## config.mk

```make
export PLATFORM = sky130hd
export DESIGN_NAME = tinyqv_mem_arbiter
export DESIGN_NICKNAME = d
export VERILOG_FILES = /design/src/rtl/tinyqv_mem_arbiter.sv
export SDC_FILE = /design/constraint.sdc
export NUM_CORES = 1
export LEC_CHECK = 0
export CAP_MARGIN = 20
export CORE_MARGIN = 2
export CORE_UTILIZATION = 45
export DETAILED_ROUTE_END_ITERATION = 8
export GPL_TIMING_DRIVEN = 1
export PLACE_DENSITY = 0.83
export SYNTH_ARGS = -nofsm -noshare
export SYNTH_HDL_FRONTEND = slang
export SYNTH_SLANG_ARGS = --single-unit
```

## constraint.sdc

```tcl
create_clock -name clk -period 4.45 [get_ports clk]
set_input_delay 0.6675 -clock clk [delete_from_list [all_inputs] [get_ports clk]]
set_output_delay 0.6675 -clock clk [all_outputs]
set_load 0.03 [all_outputs]
```

## src/rtl/tinyqv_mem_arbiter.sv

```systemverilog
// Memory arbiter: shares one memory port between a streaming instruction
// fetcher and a single-shot data port. Data beats fetch unless the previous
// grant was data (fairness bit). A watchdog aborts DATA/STOPPING when memory
// stops responding. Every output is registered.
module tinyqv_mem_arbiter #(
  parameter int unsigned TIMEOUT = 255
) (
  input  logic        clk,
  input  logic        rstn,
  input  logic        f_req,
  input  logic [22:0] f_addr,
  input  logic        f_stop,
  output logic        f_valid,
  output logic [15:0] f_rdata,
  input  logic        d_req,
  input  logic        d_write,
  input  logic [1:0]  d_size,
  input  logic [27:0] d_addr,
  input  logic [31:0] d_wdata,
  output logic        d_done,
  output logic        d_err,
  output logic [31:0] d_rdata,
  output logic        m_start,
  output logic        m_stop,
  output logic        m_write,
  output logic [1:0]  m_size,
  output logic [27:0] m_addr,
  output logic [31:0] m_wdata,
  input  logic        m_busy,
  input  logic        m_rvalid,
  input  logic        m_done,
  input  logic [31:0] m_rdata
);

  typedef enum logic [1:0] {IDLE, FETCH, DATA, STOPPING} state_e;

  // Watchdog fires on the edge where the count would reach TIMEOUT, so the
  // abort pulse appears exactly TIMEOUT cycles after entering the state.
  localparam logic [7:0] WD_LAST = 8'(TIMEOUT - 1);

  state_e      state_q, state_d;
  logic        fair_q, fair_d;
  logic [7:0]  wdog_q, wdog_d;
  logic        m_start_q, m_start_d, m_stop_q, m_stop_d;
  logic        m_write_q, m_write_d;
  logic [1:0]  m_size_q, m_size_d;
  logic [27:0] m_addr_q, m_addr_d;
  logic [31:0] m_wdata_q, m_wdata_d;
  logic        f_valid_q, f_valid_d;
  logic [15:0] f_rdata_q, f_rdata_d;
  logic        d_done_q, d_done_d, d_err_q, d_err_d;
  logic [31:0] d_rdata_q, d_rdata_d;
  logic        wd_expire;

  assign wd_expire = (wdog_q == WD_LAST);

  // Next-state and registered-output logic; pulses default low, data holds.
  always_comb begin
    state_d   = state_q;
    fair_d    = fair_q;
    wdog_d    = wdog_q;
    m_start_d = 1'b0;
    m_stop_d  = 1'b0;
    m_write_d = m_write_q;
    m_size_d  = m_size_q;
    m_addr_d  = m_addr_q;
    m_wdata_d = m_wdata_q;
    f_valid_d = 1'b0;
    f_rdata_d = f_rdata_q;
    d_done_d  = 1'b0;
    d_err_d   = 1'b0;
    d_rdata_d = d_rdata_q;
    case (state_q)
      IDLE: begin
        if (d_req && (!fair_q || !f_req)) begin
          state_d   = DATA;
          wdog_d    = 8'd0;
          m_start_d = 1'b1;
          m_addr_d  = d_addr;
          m_write_d = d_write;
          m_size_d  = d_size;
          m_wdata_d = d_wdata;
        end else if (f_req) begin
          state_d   = FETCH;
          fair_d    = 1'b0;
          m_start_d = 1'b1;
          m_addr_d  = {4'b0, f_addr, 1'b0};
          m_write_d = 1'b0;
          m_size_d  = 2'b01;
        end
      end
      FETCH: begin
        f_valid_d = m_rvalid;
        f_rdata_d = m_rdata[15:0];
        // Any combination of end conditions produces a single stop.
        if (f_stop || !f_req || (d_req && !fair_q)) begin
          m_stop_d = 1'b1;
          state_d  = STOPPING;
          wdog_d   = 8'd0;
        end
      end
      DATA: begin
        wdog_d = wdog_q + 8'd1;
        // A completion arriving with the watchdog expiry still wins.
        if (m_done) begin
          d_rdata_d = m_rdata;
          d_done_d  = 1'b1;
          fair_d    = 1'b1;
          state_d   = IDLE;
        end else if (wd_expire) begin
          m_stop_d  = 1'b1;
          d_done_d  = 1'b1;
          d_err_d   = 1'b1;
          d_rdata_d = 32'd0;
          state_d   = IDLE;
        end
      end
      STOPPING: begin
        wdog_d = wdog_q + 8'd1;
        if (!m_busy) begin
          state_d = IDLE;
        end else if (wd_expire) begin
          m_stop_d = 1'b1;
          state_d  = IDLE;
        end
      end
      default: state_d = IDLE;
    endcase
  end

  // State and output registers with asynchronous clear.
  always_ff @(posedge clk or negedge rstn) begin
    if (!rstn) begin
      state_q   <= IDLE;
      fair_q    <= 1'b0;
      wdog_q    <= 8'd0;
      m_start_q <= 1'b0;
      m_stop_q  <= 1'b0;
      m_write_q <= 1'b0;
      m_size_q  <= 2'b00;
      m_addr_q  <= 28'd0;
      m_wdata_q <= 32'd0;
      f_valid_q <= 1'b0;
      f_rdata_q <= 16'd0;
      d_done_q  <= 1'b0;
      d_err_q   <= 1'b0;
      d_rdata_q <= 32'd0;
    end else begin
      state_q   <= state_d;
      fair_q    <= fair_d;
      wdog_q    <= wdog_d;
      m_start_q <= m_start_d;
      m_stop_q  <= m_stop_d;
      m_write_q <= m_write_d;
      m_size_q  <= m_size_d;
      m_addr_q  <= m_addr_d;
      m_wdata_q <= m_wdata_d;
      f_valid_q <= f_valid_d;
      f_rdata_q <= f_rdata_d;
      d_done_q  <= d_done_d;
      d_err_q   <= d_err_d;
      d_rdata_q <= d_rdata_d;
    end
  end

  assign m_start = m_start_q;
  assign m_stop  = m_stop_q;
  assign m_write = m_write_q;
  assign m_size  = m_size_q;
  assign m_addr  = m_addr_q;
  assign m_wdata = m_wdata_q;
  assign f_valid = f_valid_q;
  assign f_rdata = f_rdata_q;
  assign d_done  = d_done_q;
  assign d_err   = d_err_q;
  assign d_rdata = d_rdata_q;

endmodule

```

After elaboration in Yosys (flattened, before gate mapping)
Cells that the tools add are included.
{ "op_classes": {"reduce_logical": 18, "n_mux": 32, "n_eq_ne": 10, "add_sub_neg": 1} }
{ "op_table": {"columns": ["cell", "count"], "rows": [
  ["$mux W32", 2],
  ["$mux W28", 2],
  ["$pmux W8 S3", 1],
  ["$mux W8", 2],
  ["$mux W1", 15],
  ["$mux W2", 7],
  ["$ne A2 B2 Y1 const B", 5],
  ["$reduce_and A2 Y1", 5],
  ["$add A8 B1 Y8 const B", 1],
  ["$eq A8 B8 Y1 const B", 1],
  ["$pmux W2 S4", 1],
  ["$reduce_bool A2 Y1", 3],
  ["$eq A2 B2 Y1 const B", 2],
  ["$reduce_and A4 Y1", 1],
  ["$logic_or A1 B1 Y1", 3],
  ["$ne A3 B3 Y1 const B", 1],
  ["$pmux W1 S3", 1],
  ["$eq A2 B1 Y1 const B", 1],
  ["$logic_and A1 B1 Y1", 2],
  ["$logic_not A1 Y1", 2],
  ["$logic_not A2 Y1", 1],
  ["$pmux W1 S2", 1],
  ["$reduce_or A2 Y1", 1]
]} }
{ "totals": {"input_bits": 126, "output_inout_bits": 116, "register_bits": 127, "word_cells": 75} }

Logic depth before layout (Yosys ltp)
Gate-level depths: netlist of the first run.
{ "logic_depth": {"word_depth": 5, "mapped_depth": 7, "depth_no_buf": 5} }

Worst setup path before layout of the first run
No wires, ideal clock.
{ "synth_timing": {"kind": "input to register", "startpoint": "input port d_req", "endpoint": "register m_addr_q[10], in the netlist m_addr[10]", "t_required_ns": 4.325, "path_stages": 4, "slack_ns": 2.606, "t_arrival_ns": 1.720, "n_path_buf": 1, "setup_ns": 0.125, "path_cell_list": "a21boi_4 buf_2 mux2_2 mux2_2"} }
{ "synth_via": {"elab_chain_len": 3, "word_cells_on_any_way": 4, "cone_classes": "mux (1); reduce/logical (3)"} }
{ "synth_rtl": {"columns": ["element", "line_no", "text"], "rows": [
  ["start: declaration", "15", "input logic d_req,"],
  ["$logic_and A1 B1 Y1 *", "75", "if (d_req && (!fair_q || !f_req)) begin"],
  ["$reduce_bool A2 Y1 (no line)", null, null],
  ["$reduce_and A2 Y1 (no line)", null, null],
  ["end signal: assignment", "156", "m_addr_q <= m_addr_d;"],
  ["end: declaration", "47", "logic [27:0] m_addr_q, m_addr_d;"]
]} }
Mark *: on every way between the ends. The rest lies on a longest branch, timed or not.
A chain may end at the register's enable or synchronous reset.

Worst setup path in the final report of the first run
{ "layout_timing": {"startpoint": "input port d_req", "endpoint": "register m_wdata_q[13], in the netlist m_wdata[13]"} }
{ "layout_via": {"elab_chain_len": 2} }
{ "layout_rtl": {"columns": ["element", "line_no", "text"], "rows": [
  ["$logic_and A1 B1 Y1", "75", null],
  ["$reduce_and A2 Y1 (no line)", null, null],
  ["end signal: assignment", "157", "m_wdata_q <= m_wdata_d;"],
  ["end: declaration", "48", "logic [31:0] m_wdata_q, m_wdata_d;"]
]} }
No other way between the ends.

==> results of run 1 <==
[path summary, 6_finish.rpt]
check	endpoint	slack [ns]	cells after the start
min	d_rdata[16]	0.30	1
max	m_wdata[13]	1.73	5
max reg2reg	m_wdata[13]	2.09	4
min in group clk	m_wdata[29]	0.48	1
min reg2reg	m_wdata[29]	0.48	1
max in group asynchronous	d_rdata[27]	3.08	2
[layer usage]
metal  vias to the layer above  global-route usage  wire, µm
met2                       161               0.444      8360
met5                         -                   0         0
met1                      2116               0.267      5890
met4                         0              0.0980       467
met3                        34              0.0675      1030
li1                       1914                   -         -
[logic make-up (layout without fill, tap and decap cells)]
family | Yosys count | after routing | share of synthesized area
flip-flops | 127 | 127 | 0.573
multiplexers | 95 | 95 | 0.200
AO/OA/AOI/OAI | 97 | 97 | 0.151
buffers and inverters | 36 | 286 | 0.0406
AND/OR/NAND/NOR | 25 | 25 | 0.0273
XOR/XNOR | 2 | 2 | 0.00316
adder cells (fa/ha/maj) | 2 | 2 | 0.00451
[power groups by stage]
stage	combinational [µW]	sequential (µW)	clock, µW
floorplan	1100	3020	0
finish	3490	2070	1580
detailed placement	3480	2080	0
global route	3660	2140	1660
global placement	3390	2040	0
CTS	3510	2080	1610
[Yosys cell counts (all sizes together), types with 2 or more instances]
library cell	n	share of area
a21oi	3	0.0027
nor2	2	0.0014
nand3	4	0.0036
a22o	41	0.065
nand2b	5	0.0056
nand2	3	0.0020
o21ai	6	0.0061
dfrtp	127	0.57
clkbuf	5	0.0034
buf	24	0.033
inv	7	0.0047
and3	2	0.0023
a31o	32	0.051
a211o	3	0.0047
o211a	3	0.0054
mux2	95	0.20
ha	2	0.0045
nor4	3	0.0034
[sequential cells by signal (all words and copies together), names as in the netlist, 2 cells and up]
| name | count |
|---|---|
| wdog_q | 8 |
| d_rdata | 32 |
| state_q | 2 |
| m_addr | 28 |
| f_rdata | 16 |
| m_wdata | 32 |
| m_size | 2 |
[through the flow]
stage	setup WS, ns	utilization	instances	total power [µW]	cell area (µm²)
finish	1.73	0.723	781	7140	8680
global route	1.59	0.723	781	7470	8680
CTS	1.72	0.723	781	7200	8680
detailed placement	1.31	0.666	749	5560	8000
global placement	1.39	0.664	748	5430	7980
floorplan	2.61	-	384	4120	5540
[area by class of cell]
class	count	area, µm²	share of cell area
Multi-Input combinational cell	221	2140	0.247
Sequential cell	127	3180	0.366
Clock buffer	18	439	0.0506
Tap cell	147	184	0.0212
Timing Repair Buffer	247	2470	0.285
Inverter	7	26.3	0.00303
Clock inverter	14	238	0.0274
[critical path: cells and delay by family]
kind / cells / cell delay [ns]
simple gates: 1 / 0.88
buf+inv: 2 / 0.85
mux: 1 / 0.41
compound gates: 1 / 0.18
==> results.txt, run 1 <==
Peak Freq = 0.368 GHz
DRT antenna net count = 0
Clk slew on worst S/H paths = 0.06 ns
CP startpoint kind = input port
Ys Warns = 0
Static Leak = 0.00366 µW
Global placer's final weighted congestion = 0.791
Internal power = 4420 µW
Worst VDD drop = 0.429 mV
Fill cell count = 829
CP Launch Point = d_req
Core ar. = 12000 µm²
Final cycle utilization of the critical path = 0.611
Vias in the first global route = 4546
Critical path arrival = 3.01 ns
P&R area growth vs syn = 56.6%
Number of gates resized after CTS = 0
Status = completed
Pwr/cell area = 823 nW/µm²
Sequential cell fraction of total power = 0.291
RSZ-0062 raised after global routing = no
Switching Fraction = 0.381
Most frequent cells in the layout = 240 x clkdlybuf4s50_1, 127 x dfrtp_1, 45 x mux2_1, 41 x a22o_1, 40 x mux2_2
DRT Wirelength = 15700 µm
Chip width = 115 µm
Largest net degree at the start of global routing = 56
Clk Latency, worst-skew pair = 0.41 ns
Logic pwr share = 0.488
Ant. Diodes = 0
Starting Density = 0.461
HPWL after detailed placement = 10900 µm
I/O pin count = 242
Commonest non-fill, non-tap cell in the layout = clkdlybuf4s50_1
Main synth FF type = dfrtp_1
Fin. max-slew vios = 0
Cell row count = 40
Clk root buf = clkbuf_16
Worst Max-Slew Pin Slew = 1.07 ns
PortBufs = 241
Setup Buffers After CTS = 0
Final nets = 749
Num CTS Buffers = 17
Layout cells sized above 1 = 0.151
DR vias/cell = 5.41
Worst-path maximum fanout = 40
Final setup fails = 0
Mapped Area = 5540 µm²
Register bit count reported by yosys = 127
Initial DRC count = 317
CP Cell Sequence = clkdlybuf4s50_1, a21boi_4, buf_4, and2_2, mux2_1
Crit-path slowest cell = and2_2
Vias post-DR = 4225
Setup crit end kind = flop
Overflow after GRT = 0
Crit path largest cell delay = 0.88 ns
Final hold violations = 0
Clock Skews = 0.00733 ns
Tmin final = 2.72 ns
First-pass GRT wire length = 24400 µm
Max cap viols = 0
Clock share of power = 0.221
DRT Pass-1 Iters = 4
Chip height = 115 µm
Total track usage = 0.243
Total negative slack = 0 ns
WL/cell = 20.2 µm
Syn Area/Cell = 14.4 µm²
Worst Hold Class = input port to async pin
Post-synth EDFFs = 0
TritonCTS clock tree = done
Asr flop ratio synth = 1.00
Worst path required time = 4.74 ns
Post-CTS Hold Buffers = 0
Initial antenna violation count = 0
Slew HR = 0.287
H-tree levels = 4
Die area = 13200 µm²
Worst r2r src = fair_q
Critical path type = input port to flop
Hold slack = 0.299 ns
Post-route DRC = 0
Seq/Total Area, Yosys = 0.573
Net switching power = 2720 µW
Sink Count = 127
Clock Path Buffers = 2
Synth Instances = 384
Syn nets = 512
Synth cell types = 42
Note: power is estimated with default switching activity, not from simulation.
==> inputs of run 2 (changes only) <==
--- a/config.mk
+++ b/config.mk
@@ -7,10 +7,10 @@
 export LEC_CHECK = 0
 export CAP_MARGIN = 20
 export CORE_MARGIN = 2
-export CORE_UTILIZATION = 45
+export CORE_UTILIZATION = 42
 export DETAILED_ROUTE_END_ITERATION = 8
 export GPL_TIMING_DRIVEN = 1
-export PLACE_DENSITY = 0.83
+export PLACE_DENSITY = 0.78
 export SYNTH_ARGS = -nofsm -noshare
 export SYNTH_HDL_FRONTEND = slang
 export SYNTH_SLANG_ARGS = --single-unit
==> constraint.sdc (replaced) <==
create_clock -name clk -period 2.75 [get_ports clk]
set_input_delay 0.4125 -clock clk [delete_from_list [all_inputs] [get_ports clk]]
set_output_delay 0.4125 -clock clk [all_outputs]
set_load 0.03 [all_outputs]
==> results.txt, run 2 (synthesis results as in run 1) <==
HPWL after detailed placement = 11100 µm
Worst Path Buf+Inv = 2
CP startpoint kind = flop
M2 GR Usage = 0.378
DRT antenna net count = 0
P&R area growth vs syn = 58.0%
Commonest non-fill, non-tap cell in the layout = clkdlybuf4s50_1
Min-Delay Startpoint = m_wdata[12]
Clk Latency, worst-skew pair = 0.41 ns
Met1 usage = 0.258
CP Launch Point = state_q[1]
Layout cells sized above 1 = 0.154
Largest net degree at the start of global routing = 71
Ant. Diodes = 0
H-tree levels = 4
CP Cell Sequence = buf_4, nor2_1, o21ai_2, inv_2, mux2_2
Cell row count = 41
Vias in the first global route = 4523
Core ar. = 12800 µm²
Chip width = 119 µm
Worst r2r src = state_q[1]
Final cycle utilization of the critical path = 0.722
Met3 global-route usage = 0.0536
I/O pin count = 242
Hold slack = 0.481 ns
First-pass GRT wire length = 24200 µm
Setup crit end kind = flop
Static Leak = 0.00367 µW
Final hold violations = 0
Clock Skews = 0.00593 ns
Max cap viols = 0
PortBufs = 241
Tmin final = 1.98 ns
Pwr/cell area = 1300 nW/µm²
Crit path largest cell delay = 0.47 ns
Num CTS Buffers = 17
Clk slew on worst S/H paths = 0.05 ns
Die area = 14100 µm²
Worst Max-Slew Pin Slew = 0.827 ns
Overflow after GRT = 0
Final setup fails = 0
Vias post-DR = 4250
Status = completed
Crit-path slowest cell = dfrtp_1
Clock Path Buffers = 2
Total track usage = 0.219
Fin area = 8760 µm²
Post-route DRC = 0
Slew HR = 0.449
Starting Density = 0.434
DRT Wirelength = 15200 µm
Register area = 3180 µm²
Clk root buf = clkbuf_16
Worst VDD drop = 0.606 mV
Chip height = 119 µm
Critical path type = flop to flop
Initial DRC count = 295
Worst path required time = 3.04 ns
RSZ-0062 raised after global routing = no
Worst Hold Class = flop to flop
Placed inst area = 8070 µm²
Kind of cell adding the most delay to the critical path = buffers and inverters
Global placer's final weighted congestion = 0.749
WL/cell = 18.8 µm
Worst-path maximum fanout = 25
Busiest grt layer = met2
Fill cell count = 877
DRT Pass-1 Iters = 5
Peak Freq = 0.504 GHz
Sink Count = 127
Final nets = 753
DR vias/cell = 5.25
Area of the multi-input gates = 2140 µm²
Critical path arrival = 2.28 ns
Total negative slack = 0 ns
Fin. max-slew vios = 0
TritonCTS clock tree = done
Initial antenna violation count = 0
Most frequent cells in the layout = 240 x clkdlybuf4s50_1, 127 x dfrtp_1, 45 x mux2_1, 41 x a22o_1, 40 x mux2_2
-- run 2: layer usage --
layer,vias to the layer above,wire [µm]
met5,-,0
met4,0,577
met3,34,737
met2,162,8000
met1,2127,5880
li1,1927,-
-- run 2: worst reg2reg max path, delay by kind of cell (launching register included) --
| kind | cells | cell delay, ns |
|---|---|---|
| buffers and inverters | 2 | 0.68 |
| flip-flops | 1 | 0.47 |
| multiplexers | 1 | 0.42 |
| AO/OA/AOI/OAI | 1 | 0.17 |
| AND/OR/NAND/NOR | 1 | 0.13 |
-- run 2: area by class of cell --
type	instances	area share
inverters	7	0.00300
multi-input cells	221	0.244
flip-flops and latches	127	0.363
repair buffers	251	0.291
clock inverters	9	0.0176
well taps	172	0.0246
clock buffers	23	0.0569
-- run 2: worst paths after layout --
| kind | end | slack [ns] | depth (start not counted) |
|---|---|---|---|
| min reg2reg | m_wdata[12] | 0.48 | 1 |
| min in group asynchronous | d_rdata[15] | 0.51 | 2 |
| max | m_addr[4] | 0.77 | 5 |
| min | m_wdata[12] | 0.48 | 1 |
| max reg2reg | m_addr[4] | 0.77 | 5 |
| max in group asynchronous | m_addr[16] | 1.50 | 3 |
-- run 2: power breakdown --
part           leakage (µW)  switching [µW]  total (µW)  internal (µW)
Sequential          0.00150             570        3320           2750
Clock              0.000315             775        2410           1640
Combinational       0.00186            2950        5650           2700
Total               0.00367            4300       11400           7090
-- run 2: timing repair --
item / 4_1_cts / 5_1_grt
hold buffers: 1 / 0
setup buffers: 0 / 0
gates resized for setup: 0 / 0
endpoints found under the setup margin: 0 / 0
hold endpoints to repair: 26 / 0
-- run 2: stage by stage --
stage	utilization	cells	setup WS (ns)	power (µW)
global placement	0.632	776	0.426	8810
floorplan	-	384	1.16	6660
global route	0.686	810	0.632	11900
CTS	0.683	809	0.654	11500
detailed placement	0.632	776	0.320	8980
finish	0.686	810	0.765	11400
==> inputs of run 3 (changes only) <==
--- a/config.mk
+++ b/config.mk
@@ -7,10 +7,10 @@
 export LEC_CHECK = 0
 export CAP_MARGIN = 20
 export CORE_MARGIN = 2
-export CORE_UTILIZATION = 42
+export CORE_UTILIZATION = 38
 export DETAILED_ROUTE_END_ITERATION = 8
 export GPL_TIMING_DRIVEN = 1
-export PLACE_DENSITY = 0.78
+export PLACE_DENSITY = 0.74
 export SYNTH_ARGS = -nofsm -noshare
 export SYNTH_HDL_FRONTEND = slang
 export SYNTH_SLANG_ARGS = --single-unit
==> constraint.sdc (replaced) <==
create_clock -name clk -period 1.6 [get_ports clk]
set_input_delay 0.24 -clock clk [delete_from_list [all_inputs] [get_ports clk]]
set_output_delay 0.24 -clock clk [all_outputs]
set_load 0.03 [all_outputs]
==> results.txt, run 3 (synthesis results as in run 1) <==
Vias in the first global route = 4591
First-pass GRT wire length = 24400 µm
Largest net degree at the start of global routing = 56
Kind of cell adding the most delay to the critical path = multiplexers
Fin. max-slew vios = 0
I/O pin count = 242
Final setup fails = 0
Setup crit end kind = flop
Logic pwr share = 0.490
Pre-CTS setup slack = -0.342 ns
Placed inst area = 8270 µm²
Static Leak = 0.00393 µW
HPWL after detailed placement = 11000 µm
Util after Layout = 0.610
WL met2 = 7770 µm
P&R area growth vs syn = 58.2%
Peak Freq = 0.638 GHz
Top sig layer = met4
Net switching power = 7360 µW
Sequential cell fraction of total power = 0.305
Clock Skews = 0.00449 ns
CP Cell Sequence = a21boi_4, buf_12, mux2_1, mux2_2
Num CTS Buffers = 17
TritonCTS clock tree = done
CP startpoint kind = flop
WL/cell = 18.3 µm
Pwr/cell area = 2090 nW/µm²
Ant. Diodes = 0
RSZ-0062 raised after global routing = yes
Total negative slack = 0 ns
Core ar. = 14400 µm²
Worst Path Buf+Inv = 1
Worst-path maximum fanout = 17
Most frequent cells in the layout = 126 x dfrtp_1, 124 x clkdlybuf4s50_1, 116 x dlygate4sd2_1, 42 x mux2_1, 41 x a22o_1
DRT antenna net count = 0
Tmin final = 1.57 ns
Critical path type = flop to flop
Met3 wire length = 861 µm
Met1 WL = 6190 µm
Worst Max-Slew Pin Slew = 0.400 ns
Slew HR = 0.734
Vias post-DR = 4316
Die area = 15600 µm²
Fin area = 8770 µm²
PnR worst setup slack = 0.0331 ns
Chip width = 125 µm
Global placer's final weighted congestion = 0.737
Max cap viols = 0
Initial antenna violation count = 0
Worst Hold Class = input port to async pin
Switching Fraction = 0.401
H-tree levels = 4
PortBufs = 241
Commonest non-fill, non-tap cell in the layout = dfrtp_1
Clock Path Buffers = 2
Critical path arrival = 1.85 ns
Clk root buf = clkbuf_16
Worst r2r src = fair_q
Total track usage = 0.198
Sink Count = 127
Chip height = 125 µm
Final hold violations = 0
Worst path required time = 1.88 ns
Clock share of power = 0.205
Crit-path slowest cell = dfrtp_2
Crit path largest cell delay = 0.44 ns
Starting Density = 0.386
Final nets = 768
DRT Wirelength = 15300 µm
Layout cells sized above 1 = 0.179
Cell row count = 44
Initial DRC count = 211
Setup Buffers After CTS = 0
Clk slew on worst S/H paths = 0.05 ns
Internal power = 11000 µW
Hold slack = 0.270 ns
DRT Pass-1 Iters = 4
Overflow after GRT = 0
Clk Latency, worst-skew pair = 0.40 ns
CP Launch Point = fair_q
DR vias/cell = 5.16
Worst VDD drop = 0.984 mV
Status = completed
Post-route DRC = 0
Final cycle utilization of the critical path = 0.979
==> run 3: per-layer routing <==
layer	GRT usage	vias up
met5	0	-
met4	0.0892	0
met3	0.0481	36
met2	0.341	158
met1	0.234	2166
li1	-	1956
==> run 3: power by group through the flow <==
stage / Clock (µW) / Sequential, µW / Combinational (µW)
floorplan: 0 / 8400 / 3050
global placement: 0 / 5610 / 9790
detailed placement: 0 / 5700 / 9970
CTS: 3840 / 5590 / 9060
global route: 4020 / 5790 / 9470
finish: 3760 / 5590 / 8970
==> run 3: metrics by stage <==
stage	total power, µW	std cells
finish	18300	837
global route	19300	837
CTS	18500	837
detailed placement	15700	803
global placement	15400	803
floorplan	11400	384
==> run 3: final cells by class <==
class                           instances  area (µm²)
Clock buffer                           21         470
Clock inverter                         11         114
Fill cell                            1180        5600
Inverter                                7        26.3
Multi-Input combinational cell        221        2160
Sequential cell                       127        3180
Tap cell                              184         230
Timing Repair Buffer                  266        2590
==> run 3: path summary, 6_finish.rpt <==
path	end	slack (ns)	cells after the start
max in group asynchronous	fair_q	0.74	3
setup reg to reg	m_addr[19]	0.03	4
min in group clk	m_size[0]	0.39	3
setup / recovery	m_addr[19]	0.03	4
hold / removal	d_rdata[22]	0.27	2
hold reg to reg	m_wdata[26]	0.48	1
==> run 3: what timing repair did <==
item | 4_1_cts | 5_1_grt
hold endpoints to repair | 17 | 0
pin swaps | 1 | 0
hold buffers | 1 | 0
gates resized for setup | 119 | 5
endpoints found under the setup margin | 135 | 20
cloned | 1 | 0
